===== config.mk =====
export PLATFORM = sky130hd
export DESIGN_NAME = adpcm_mc_decoder
export DESIGN_NICKNAME = d
export VERILOG_FILES = /design/src/rtl/adpcm_pkg.sv /design/src/rtl/adpcm_mc_decoder_nibble_step.sv /design/src/rtl/adpcm_mc_decoder.sv
export SDC_FILE = /design/constraint.sdc
export NUM_CORES = 1
export LEC_CHECK = 0
export ABC_AREA = 1
export BUFFER_PORTS_ARGS = -buffer_cell sky130_fd_sc_hd__buf_2
export CAP_MARGIN = 10
export CORE_UTILIZATION = 52
export CTS_BUF_LIST = sky130_fd_sc_hd__clkbuf_16
export CTS_CLUSTER_DIAMETER = 30
export DETAILED_ROUTE_END_ITERATION = 16
export PLACE_DENSITY = 0.72
export SYNTH_ARGS = -nofsm -noshare
export SYNTH_HDL_FRONTEND = slang
export SYNTH_SLANG_ARGS = --single-unit

===== constraint.sdc =====
create_clock -name clk -period 12.6 [get_ports clk]
set_clock_uncertainty 0.15 [all_clocks]
set_input_delay 1.89 -clock clk [delete_from_list [all_inputs] [get_ports clk]]
set_output_delay 1.89 -clock clk [all_outputs]
set_load 0.005 [all_outputs]

===== src/rtl/adpcm_pkg.sv =====
// adpcm_pkg: shared constants and types for the multi-channel IMA ADPCM decoder.
//   STEP_TABLE  - IMA step sizes indexed by step index 0..88
//   INDEX_ADJ   - step-index adjustment per code magnitude c[2:0]
//   MAX_INDEX   - largest legal step index
//   chan_state_t- per-channel predictor/index state
//   fsm_t       - output sequencer states
package adpcm_pkg;

  localparam int unsigned MAX_INDEX = 88;

  localparam logic [15:0] STEP_TABLE [89] = '{
    16'd7,     16'd8,     16'd9,     16'd10,    16'd11,    16'd12,    16'd13,    16'd14,    16'd16,    16'd17,
    16'd19,    16'd21,    16'd23,    16'd25,    16'd28,    16'd31,    16'd34,    16'd37,    16'd41,    16'd45,
    16'd50,    16'd55,    16'd60,    16'd66,    16'd73,    16'd80,    16'd88,    16'd97,    16'd107,   16'd118,
    16'd130,   16'd143,   16'd157,   16'd173,   16'd190,   16'd209,   16'd230,   16'd253,   16'd279,   16'd307,
    16'd337,   16'd371,   16'd408,   16'd449,   16'd494,   16'd544,   16'd598,   16'd658,   16'd724,   16'd796,
    16'd876,   16'd963,   16'd1060,  16'd1166,  16'd1282,  16'd1411,  16'd1552,  16'd1707,  16'd1878,  16'd2066,
    16'd2272,  16'd2499,  16'd2749,  16'd3024,  16'd3327,  16'd3660,  16'd4026,  16'd4428,  16'd4871,  16'd5358,
    16'd5894,  16'd6484,  16'd7132,  16'd7845,  16'd8630,  16'd9493,  16'd10442, 16'd11487, 16'd12635, 16'd13899,
    16'd15289, 16'd16818, 16'd18500, 16'd20350, 16'd22385, 16'd24623, 16'd27086, 16'd29794, 16'd32767
  };

  localparam logic signed [7:0] INDEX_ADJ [8] = '{
    -8'sd1, -8'sd1, -8'sd1, -8'sd1, 8'sd2, 8'sd4, 8'sd6, 8'sd8
  };

  typedef struct packed {
    logic [15:0] pred;   // two's complement predictor
    logic [6:0]  index;  // step index, 0..MAX_INDEX
  } chan_state_t;

  typedef enum logic [1:0] {
    S_IDLE,
    S_OUT1,
    S_OUT2
  } fsm_t;

  function automatic logic [6:0] clamp_index(input logic [6:0] idx);
    return (idx > 7'(MAX_INDEX)) ? 7'(MAX_INDEX) : idx;
  endfunction

endpackage


===== src/rtl/adpcm_mc_decoder_nibble_step.sv =====
// adpcm_nibble_step: combinational single-code IMA ADPCM update.
//   pred/index  - current channel state (index assumed 0..88)
//   code        - 4-bit ADPCM code (bit 3 = sign)
//   next_pred   - saturated new predictor
//   next_index  - clamped new step index
module adpcm_nibble_step
  import adpcm_pkg::*;
(
  input  logic [15:0] pred,
  input  logic [6:0]  index,
  input  logic [3:0]  code,
  output logic [15:0] next_pred,
  output logic [6:0]  next_index
);

  logic [15:0]       step;
  logic [17:0]       diff;
  logic signed [17:0] sum;
  logic signed [7:0]  idx_sum;

  always_comb begin
    step = STEP_TABLE[index];
    diff = {5'b0, step[15:3]};
    if (code[2]) diff = diff + {2'b0, step};
    if (code[1]) diff = diff + {3'b0, step[15:1]};
    if (code[0]) diff = diff + {4'b0, step[15:2]};

    // diff < 2^17, so an 18-bit signed sum cannot wrap before saturation
    if (code[3]) sum = $signed({{2{pred[15]}}, pred}) - $signed(diff);
    else         sum = $signed({{2{pred[15]}}, pred}) + $signed(diff);

    if (sum > 18'sd32767)       next_pred = 16'h7FFF;
    else if (sum < -18'sd32768) next_pred = 16'h8000;
    else                        next_pred = sum[15:0];

    idx_sum = $signed({1'b0, index}) + INDEX_ADJ[code[2:0]];
    if (idx_sum < 8'sd0)       next_index = '0;
    else if (idx_sum > 8'sd88) next_index = 7'(MAX_INDEX);
    else                       next_index = idx_sum[6:0];
  end

endmodule


===== src/rtl/adpcm_mc_decoder.sv =====
// adpcm_mc_decoder: multi-channel stream IMA ADPCM decoder.
//   clk, reset          - clock; asynchronous active-low reset
//   in_valid/in_ready   - code byte handshake; in_data holds two codes,
//                         in_ch selects the channel (>= NUM_CH is dropped)
//   init_*              - one-cycle seed of a channel's pred/index
//   out_valid/out_ready - sample handshake; out_sample/out_ch held while stalled
module adpcm_mc_decoder
  import adpcm_pkg::*;
#(
  parameter int unsigned NUM_CH   = 2,
  parameter bit          HI_FIRST = 1'b0,
  parameter int unsigned CH_W     = (NUM_CH > 1) ? $clog2(NUM_CH) : 1
) (
  input  logic            clk,
  input  logic            reset,
  input  logic            in_valid,
  output logic            in_ready,
  input  logic [7:0]      in_data,
  input  logic [CH_W-1:0] in_ch,
  input  logic            init_valid,
  input  logic [CH_W-1:0] init_ch,
  input  logic [15:0]     init_pred,
  input  logic [6:0]      init_index,
  output logic            out_valid,
  input  logic            out_ready,
  output logic [15:0]     out_sample,
  output logic [CH_W-1:0] out_ch
);

  fsm_t            state_q, state_d;
  chan_state_t     ch_q [NUM_CH];
  logic [3:0]      pend_code_q;
  logic [CH_W-1:0] pend_ch_q;

  logic            ch_ok;
  logic            accept;
  logic            dec_en;
  logic            dec_from_in;
  logic [CH_W-1:0] dec_ch;
  logic [3:0]      dec_code;
  chan_state_t     dec_cur;
  logic [15:0]     dec_pred;
  logic [6:0]      dec_index;
  logic [3:0]      first_nib, second_nib;

  generate
    if (NUM_CH == (1 << CH_W)) begin : g_full_range
      assign ch_ok = 1'b1;
    end else begin : g_part_range
      assign ch_ok = (in_ch < CH_W'(NUM_CH));
    end
  endgenerate

  assign first_nib  = HI_FIRST ? in_data[7:4] : in_data[3:0];
  assign second_nib = HI_FIRST ? in_data[3:0] : in_data[7:4];

  assign in_ready  = reset && ((state_q == S_IDLE) || ((state_q == S_OUT2) && out_ready));
  assign accept    = in_valid && in_ready;
  assign out_valid = (state_q != S_IDLE);

  // Accept and second-nibble decode never coincide, so one step unit suffices.
  assign dec_ch   = dec_from_in ? in_ch : pend_ch_q;
  assign dec_code = dec_from_in ? first_nib : pend_code_q;
  assign dec_cur  = ch_q[dec_ch];

  adpcm_nibble_step u_step (
    .pred       (dec_cur.pred),
    .index      (dec_cur.index),
    .code       (dec_code),
    .next_pred  (dec_pred),
    .next_index (dec_index)
  );

  always_ff @(posedge clk or negedge reset) begin
    if (!reset) state_q <= S_IDLE;
    else        state_q <= state_d;
  end

  always_comb begin
    state_d     = state_q;
    dec_en      = 1'b0;
    dec_from_in = 1'b0;
    case (state_q)
      S_IDLE: begin
        if (accept) begin
          if (ch_ok) begin
            dec_en      = 1'b1;
            dec_from_in = 1'b1;
            state_d     = S_OUT1;
          end
        end
      end
      S_OUT1: begin
        if (out_ready) begin
          dec_en  = 1'b1;
          state_d = S_OUT2;
        end
      end
      S_OUT2: begin
        if (out_ready) begin
          state_d = S_IDLE;
          if (accept && ch_ok) begin
            dec_en      = 1'b1;
            dec_from_in = 1'b1;
            state_d     = S_OUT1;
          end
        end
      end
      default: state_d = S_IDLE;
    endcase
  end

  always_ff @(posedge clk or negedge reset) begin
    if (!reset) begin
      out_sample  <= '0;
      out_ch      <= '0;
      pend_code_q <= '0;
      pend_ch_q   <= '0;
      for (int unsigned i = 0; i < NUM_CH; i++) ch_q[i] <= '0;
    end else begin
      if (dec_en) begin
        out_sample <= dec_pred;
        out_ch     <= dec_ch;
      end
      if (accept && ch_ok) begin
        pend_code_q <= second_nib;
        pend_ch_q   <= in_ch;
      end
      // Init overrides a same-cycle decode write-back on the same channel.
      for (int unsigned i = 0; i < NUM_CH; i++) begin
        if (init_valid && (init_ch == CH_W'(i))) begin
          ch_q[i] <= '{pred: init_pred, index: clamp_index(init_index)};
        end else if (dec_en && (dec_ch == CH_W'(i))) begin
          ch_q[i] <= '{pred: dec_pred, index: dec_index};
        end
      end
    end
  end

endmodule


Yosys cells after proc, flatten, opt, wreduce, memory -nomap -nowiden

Memories as Yosys holds them, arrays and structs flattened.
Cells that the tools add are included.

Add/subtract/negate cells: 6
Multiply operators: 0
Divide/modulo/power cells: 0
Order comparisons: 8
Eq/ne operators: 5
Shifts and indexed selects: 0
Muxes and demuxes: 32
Bitwise logic cells: 5
Reduce and logical (&&, ||, !) cells: 13

Operator list:

| cell                                                            | number |
|---|---|
| 2-to-1 mux 23 bit                                               | 7 |
| 2-to-1 mux 18 bit                                               | 4 |
| 2-to-1 mux 16 bit                                               | 4 |
| 2-to-1 mux 7 bit                                                | 3 |
| adder 16 x 18 -> 18 bit                                         | 1 |
| adder 18 x 14 -> 18 bit                                         | 1 |
| adder 18 x 15 -> 18 bit                                         | 1 |
| greater-than comparator 18 x 16 -> 1 bit, second input constant | 1 |
| < comparator 18 x 16 -> 1 bit, second input constant            | 1 |
| subtractor 16 x 18 -> 18 bit                                    | 1 |
| adder 13 x 16 -> 17 bit                                         | 1 |
| 2-to-1 mux 8 bit                                                | 2 |
| adder 8 bit                                                     | 1 |
| greater-or-equal comparator 8 bit, second input constant        | 1 |
| greater-than comparator 8 bit, second input constant            | 1 |
| < comparator 8 x 1 -> 1 bit, second input constant              | 1 |
| NOT 7 -> 8 bit                                                  | 1 |
| greater-than comparator 7 bit, second input constant            | 1 |
| logical AND 1 bit                                               | 7 |
| 2-to-1 mux 2 bit                                                | 3 |
| != test 2 bit, second input constant                            | 3 |
| one-hot mux 2 bit (3 select lines)                              | 1 |
| nonzero test 2 bit                                              | 3 |
| 2-to-1 mux 1 bit                                                | 5 |
| other kinds (13)                                                | 14 |

Flip-flop bits (word level): 70
Bits in latches: 0
RAM bits: 0
ROM bits: 2,112
Bits of input ports: 38
Output and inout bits: 19
Word-level logic and storage cells: 80
Memories kept: 2

Memories:

| memory          | depth | bits a word | rd ports | clocked after memory_dff | write ports | line                               | RTL |
|---|---|---|---|---|---|---|---|
| (no name shown) | 128   | 16          | 1        | 0                        | 0           | adpcm_mc_decoder_nibble_step.sv:22 | `step = STEP_TABLE[index];` |
| (no name shown) | 8     | 8           | 1        | 0                        | 0           | adpcm_mc_decoder_nibble_step.sv:36 | `idx_sum = $signed({1'b0, index}) + INDEX_ADJ[code[2:0]];` |

Depth between registers and ports, before layout

Word-level depth: 30
Gate-level depth with buffers: 78
Depth with buffers taken out: 76

Cells and area by module

Synthesis repeated with hierarchy kept, for this count alone.

Cell total of the unflattened synthesis: 1,694
Area total of the unflattened synthesis: 9,947.0 µm²

Modules (own cells, without submodules):

| module            | times used | cells each | area each (µm²) | sequential area each (µm²) |
|---|---|---|---|---|
| adpcm_nibble_step | 1          | 1,152      | 6,187.2         | 0.0 |
| adpcm_mc_decoder  | 1          | 542        | 3,759.9         | 1,751.7 |

Least setup slack after synthesis

OpenSTA, ideal clock, no wires.

Path type: input -> register
Start: input port reset
End: register ch_q[36] in the netlist's numbering
Setup time: 0.117 ns
Data arrival time: 10.044 ns
Data required time: 12.333 ns
Path slack: 2.290 ns
Stages on the path: 60
Path buffers: 2
Cells stage by stage: inv_1 nor2_4 nand3_4 nand2_1 nand2_2 buf_2 nand2_1 nand2_1 ha_1 inv_1 nand2_1 o211ai_1 o21ai_0 a21oi_1 nor2_1 a221oi_1 ha_1 nand3_1 [... 24 more ...] nand2_1 nand2_1 ha_1 nand2_1 nor3_1 nand3_1 o2111ai_1 a21oi_1 o21bai_1 xnor2_1 nand3_2 nand2_4 nand2_8 buf_8 nand2_2 nand2_2 nand2_1 nand2_1

Cells in the longest elaborated chain, start to end: 27
Elaborated cells on any way between the ends: 34
Classes of those cells: add/sub (5); order compare (2); mux (19); bitwise (3); reduce/logical (4); memory (1)

Ends and longest elaborated chain:

| what                                                                    | line                                                                   | RTL |
|---|---|---|
| from (decl)                                                             | adpcm_mc_decoder.sv:15                                                 | `input logic reset,` |
| logical AND 1 bit *                                                     | adpcm_mc_decoder.sv:57                                                 | `assign in_ready = reset && ((state_q == S_IDLE) \|\| ((state_q == S_OUT2) && out_ready));` |
| logical AND 1 bit *                                                     | adpcm_mc_decoder.sv:58                                                 | `assign accept = in_valid && in_ready;` |
| 2-to-1 mux 1 bit *                                                      | adpcm_mc_decoder.sv:85                                                 | `if (accept) begin` |
| 2-to-1 mux 1 bit                                                        | adpcm_mc_decoder.sv:100                                                | `if (out_ready) begin` |
| one-hot mux 1 bit (2 select lines)                                      | adpcm_mc_decoder.sv:83                                                 | `case (state_q)` |
| 2-to-1 mux 1 bit                                                        | adpcm_mc_decoder.sv:62                                                 | `assign dec_ch = dec_from_in ? in_ch : pend_ch_q;` |
| NOT 1 -> 2 bit (not written as such)                                    | adpcm_mc_decoder.sv:64                                                 | `assign dec_cur = ch_q[dec_ch];` |
| 2-to-1 mux 23 bit (not written as such) (3 in series)                   | adpcm_mc_decoder.sv:64                                                 |  |
| [... 9 more ...]                                                        | n/a                                                                    |  |
| 2-to-1 mux 18 bit                                                       | adpcm_mc_decoder_nibble_step.sv:26                                     | `if (code[0]) diff = diff + {4'b0, step[15:2]};` |
| adder 16 x 18 -> 18 bit or subtractor 16 x 18 -> 18 bit (tied branches) | adpcm_mc_decoder_nibble_step.sv:30, adpcm_mc_decoder_nibble_step.sv:29 |  |
| 2-to-1 mux 18 bit                                                       | adpcm_mc_decoder_nibble_step.sv:29                                     | `if (code[3]) sum = $signed({{2{pred[15]}}, pred}) - $signed(diff);` |
| < comparator 18 x 16 -> 1 bit                                           | adpcm_mc_decoder_nibble_step.sv:33                                     | `else if (sum < -18'sd32768) next_pred = 16'h8000;` |
| 2-to-1 mux 16 bit                                                       | adpcm_mc_decoder_nibble_step.sv:33                                     |  |
| 2-to-1 mux 16 bit                                                       | adpcm_mc_decoder_nibble_step.sv:32                                     | `if (sum > 18'sd32767) next_pred = 16'h7FFF;` |
| 2-to-1 mux 23 bit                                                       | adpcm_mc_decoder.sv:133                                                | `end else if (dec_en && (dec_ch == CH_W'(i))) begin` |
| 2-to-1 mux 23 bit                                                       | adpcm_mc_decoder.sv:131                                                | `if (init_valid && (init_ch == CH_W'(i))) begin` |
| to (signal, indexed assignment)                                         | adpcm_mc_decoder.sv:132                                                | `ch_q[i] <= '{pred: init_pred, index: clamp_index(init_index)};` |
| to (signal, indexed assignment)                                         | adpcm_mc_decoder.sv:134                                                | `ch_q[i] <= '{pred: dec_pred, index: dec_index};` |
| to (decl)                                                               | adpcm_mc_decoder.sv:31                                                 | `chan_state_t ch_q [NUM_CH];` |

Mark *: on every way between the ends. The rest lies on a longest branch, timed or not. The select of a mux whose other input is x is not followed.
A chain may end at the register's enable or synchronous reset.

Final worst setup path

Start: input port out_ready
End: register out_sample[13]

Cells in the longest elaborated chain, start to end: 27
Elaborated cells on any way between the ends: 32
Classes of those cells: add/sub (5); order compare (2); mux (18); bitwise (2); reduce/logical (4); memory (1)

Ends and longest elaborated chain:

| what                                                                    | line                                                                   | RTL |
|---|---|---|
| from (decl)                                                             | adpcm_mc_decoder.sv:25                                                 | `input logic out_ready,` |
| logical AND 1 bit                                                       | adpcm_mc_decoder.sv:57                                                 |  |
| logical OR 1 bit                                                        | adpcm_mc_decoder.sv:57                                                 |  |
| logical AND 1 bit                                                       | adpcm_mc_decoder.sv:57                                                 |  |
| logical AND 1 bit                                                       | adpcm_mc_decoder.sv:58                                                 |  |
| 2-to-1 mux 1 bit                                                        | adpcm_mc_decoder.sv:85                                                 |  |
| 2-to-1 mux 1 bit                                                        | adpcm_mc_decoder.sv:100                                                |  |
| one-hot mux 1 bit (2 select lines)                                      | adpcm_mc_decoder.sv:83                                                 |  |
| 2-to-1 mux 1 bit                                                        | adpcm_mc_decoder.sv:62                                                 |  |
| [... 11 more ...]                                                       | n/a                                                                    |  |
| 2-to-1 mux 18 bit                                                       | adpcm_mc_decoder_nibble_step.sv:25                                     | `if (code[1]) diff = diff + {3'b0, step[15:1]};` |
| adder 18 x 14 -> 18 bit                                                 | adpcm_mc_decoder_nibble_step.sv:26                                     |  |
| 2-to-1 mux 18 bit                                                       | adpcm_mc_decoder_nibble_step.sv:26                                     |  |
| adder 16 x 18 -> 18 bit or subtractor 16 x 18 -> 18 bit (tied branches) | adpcm_mc_decoder_nibble_step.sv:30, adpcm_mc_decoder_nibble_step.sv:29 |  |
| 2-to-1 mux 18 bit                                                       | adpcm_mc_decoder_nibble_step.sv:29                                     |  |
| < comparator 18 x 16 -> 1 bit                                           | adpcm_mc_decoder_nibble_step.sv:33                                     |  |
| 2-to-1 mux 16 bit                                                       | adpcm_mc_decoder_nibble_step.sv:33                                     |  |
| 2-to-1 mux 16 bit                                                       | adpcm_mc_decoder_nibble_step.sv:32                                     |  |
| to (signal assigned)                                                    | adpcm_mc_decoder.sv:122                                                | `out_sample <= dec_pred;` |
| to (decl)                                                               | adpcm_mc_decoder.sv:26                                                 | `output logic [15:0] out_sample,` |

Parallel ways exist; a longest one is shown, timed or not. The select of a mux whose other input is x is not followed.

==> results.md <==
* Status: complete, no violations
* Adder-Cell Fraction of Synth Area at 11.44%
* Setup TNS at 0 ns
* Crit path max fanout at 26
* Global placer's final weighted congestion at 1.029
* ANT cells at 0
* Most common flop cell mapped by yosys: dfrtp_1
* I/O pin total at 57
* Nets at 1,678
* Worst Tran Pin Value at 0.9085 ns
* Post-route DRC violation count at 0
* EDFF count, synth at 0
* Endpoint class of the critical path: register
* Synth Area in Compound Gates at 15.84%
* Post-Syn Instances at 1,522
* Commonest non-fill, non-tap cells in the layout: nand2_1 (494), inv_1 (216), nand3_1 (140)
* Largest net degree at the start of global routing at 71
* Commonest non-fill, non-tap cell in the layout: nand2_1
* Max Slew Vio Count at 0
* CP arrival at 11.64 ns
* Mapped Area at 9295 sq um
* CP required at 12.67 ns
* Drt pass-1 iters at 9
* RSZ-0062 raised after global routing: false
* All-Layer GR Usage at 30.61%
* Filler instances at 1,726
* # setup viols final at 0
* Clock Sinks at 70
* Register area at 1752 sq um
* Horiz. Die Dim at 135.7 um
* Total wire length at 27.39 mm
* Core Rows at 48
* CTS root buf: clkbuf_16
* Mapped Nets at 1,642
* Area grow syn2layout at 8.143%
* Initial antenna violation count at 0
* Synth Warn # at 0
* DP HPWL at 20.66 mm
* Synthesized-area fraction occupied by and/or/nand/nor cells at 37.73%
* Clock insertion delay at the later pin of the skew report at 0.34 ns
* Final hold violation count at 0
* Post-synthesis sequential area ratio at 18.85%
* Worst min path class: reg2reg
* Share of cells above drive strength 1 at 9.673%
* Slew HR at 39.44%
* Clock-pin slew on the worst setup and hold paths at 0.05 ns
* Final Cycle Share at 91.82%
* Synth cell types at 51
* CP Launch Type: input pin
* WL/cell at 15.34 um
* CTS tree: yes
* DRT antenna net count at 0
* Highest clock rate at 0.08644 GHz
* Crit path time final at 11.57 ns
* Main combinational cell family by area after synthesis: simple AND/OR/NAND/NOR gates
* First-pass GRT wire length at 45.14 mm
* Most frequent CP cell: nand2_1
* Max-cap viol count at 0
* Crit Path Category: in2reg
* Area of the multi-input gates at 6510 sq um
* Core region area at 17,360 sq um
* Initial Util at 53.55%
* CTS buffer count at 9
* Full die area at 18,410 sq um
* CTS HTree Levels at 3
* Max stage delay on crit path at 0.45 ns
* Slowest stage cell, crit path: nand2_2
* Post-synthesis mux area share at 0%
* Initial detailed-routing violation count at 980
* GRT Residual Overflow at 0
* Post-synthesis xor/xnor area fraction at 4.523%
* Die H at 135.7 um
* Via count at 9,943
* I/O Buffers at 56
* Via/cell ratio at 5.567
* Number of global-route vias before repair at 9,334
* Avg Inst Size Synth at 6.107 sq um
* FF+latch count, synth at 70
* Cts hold-fix bufs at 0
* Clk buf depth at 2
* Async SR Flop Fraction at 100.0%
==> path summary, 6_finish.rpt <==
| path | from | endpoint | slack (ns) | cells past startpoint |
|---|---|---|---|---|
| max | out_ready | out_sample[13] | 1.03 | 71 |
| min | out_sample[7] | out_sample[7] | 0.33 | 2 |
| max reg2reg | state_q[0] | out_sample[13] | 2.30 | 68 |
| min reg2reg | out_sample[7] | out_sample[7] | 0.33 | 2 |
| max in group asynchronous | reset | ch_q[45] | 10.07 | 2 |
| min in group asynchronous | reset | ch_q[6] | 1.62 | 2 |
==> through the flow <==
step	cell area (sq um)	hold WS (ns)	util [%]	worst slack [ns]	cells
after floorplan	9295	0.2956	-	2.290	1522
after global placement	9704	0.3092	55.91	0.6458	1772
after detailed placement	9704	0.3094	55.91	0.5517	1772
after CTS	10010	0.3306	57.65	0.8528	1786
after global routing	10050	0.3341	57.92	0.008701	1786
final	10050	0.3266	57.92	1.031	1786
==> worst max-delay path: cells and delay by family <==
kind / cells / cell delay [ns]
compound gates: 10 / 1.35
buf+inv: 7 / 0.54
xor+xnor: 4 / 0.65
fa+ha+maj: 5 / 1.71
simple gates: 45 / 5.48
==> what timing repair did <==
| item | CTS | global route |
|---|---|---|
| buffers inserted | 0 | 0 |
| gates resized for setup | 0 | 10 |
| endpoints found under the setup margin | 0 | 47 |
| hold endpoints to repair | 0 | 0 |
==> synthesized netlist by cell type, types with 2 or more instances <==
library cell,n,area (sq um)
a21boi_0,3,22.52
a21o_1,2,15.01
a21oi_1,73,365.4
a221oi_1,3,26.28
a31oi_1,5,31.28
and2_1,7,43.79
buf_1,2,7.510
buf_2,11,55.05
buf_4,7,52.55
buf_6,3,33.78
clkbuf_1,16,60.06
clkinv_1,6,22.52
dfrtp_1,70,1752
fa_1,5,100.1
ha_1,77,963.4
inv_1,216,810.8
inv_2,6,22.52
nand2_1,495,1858
nand2_2,26,162.7
nand2_4,6,67.56
nand3_1,140,700.7
nand3_2,3,30.03
nand3b_1,3,22.52
nand4_1,13,81.33
nor2_1,65,244.0
nor2_2,7,43.79
nor2_4,4,45.04
nor3_1,10,50.05
nor4_1,3,18.77
o2111ai_1,3,26.28
o211ai_1,12,90.09
o21a_1,4,30.03
o21ai_0,99,495.5
o21ai_1,7,35.03
o21bai_1,8,60.06
o221ai_1,13,113.9
o22ai_1,15,93.84
o31ai_1,3,22.52
or2_2,13,81.33
xnor2_1,14,122.6
xor2_1,34,297.8
==> registers in the layout, summed over array words and instances, names as in the netlist <==
signal       cells
ch_q            46
out_sample      16
pend_code_q      4
state_q          2
pend_ch_q        1
out_ch           1
==> cell families (layout without fill, tap and decap cells) <==
group           count (synthesis)  after routing
fa+ha+maj                      82             82
buf+inv                       268            307
xor+xnor                       48             48
compound gates                255            255
simple gates                  799            799
flops                          70             70
==> final cells by class <==
class                           instances  share of cell area, %
Tap cell                              225                  2.801
Sequential cell                        70                  17.43
Clock buffer                            9                  2.240
Timing Repair Buffer                   65                  3.498
Multi-Input combinational cell       1184                  64.76
Inverter                              228                  8.514
Clock inverter                          5                 0.7593
==> routing by layer <==
metal / wire length, um / vias up / track usage, %
met3: 2023 / 78 / 3.554
li1: - / 5000 / -
met4: 942 / 0 / 11.36
met5: 0 / - / 0
met1: 12300 / 4416 / 41.50
met2: 12120 / 449 / 49.69
Power is not shown: default switching activity piles up to over one toggle a cycle in this logic, so the estimate is an artifact.
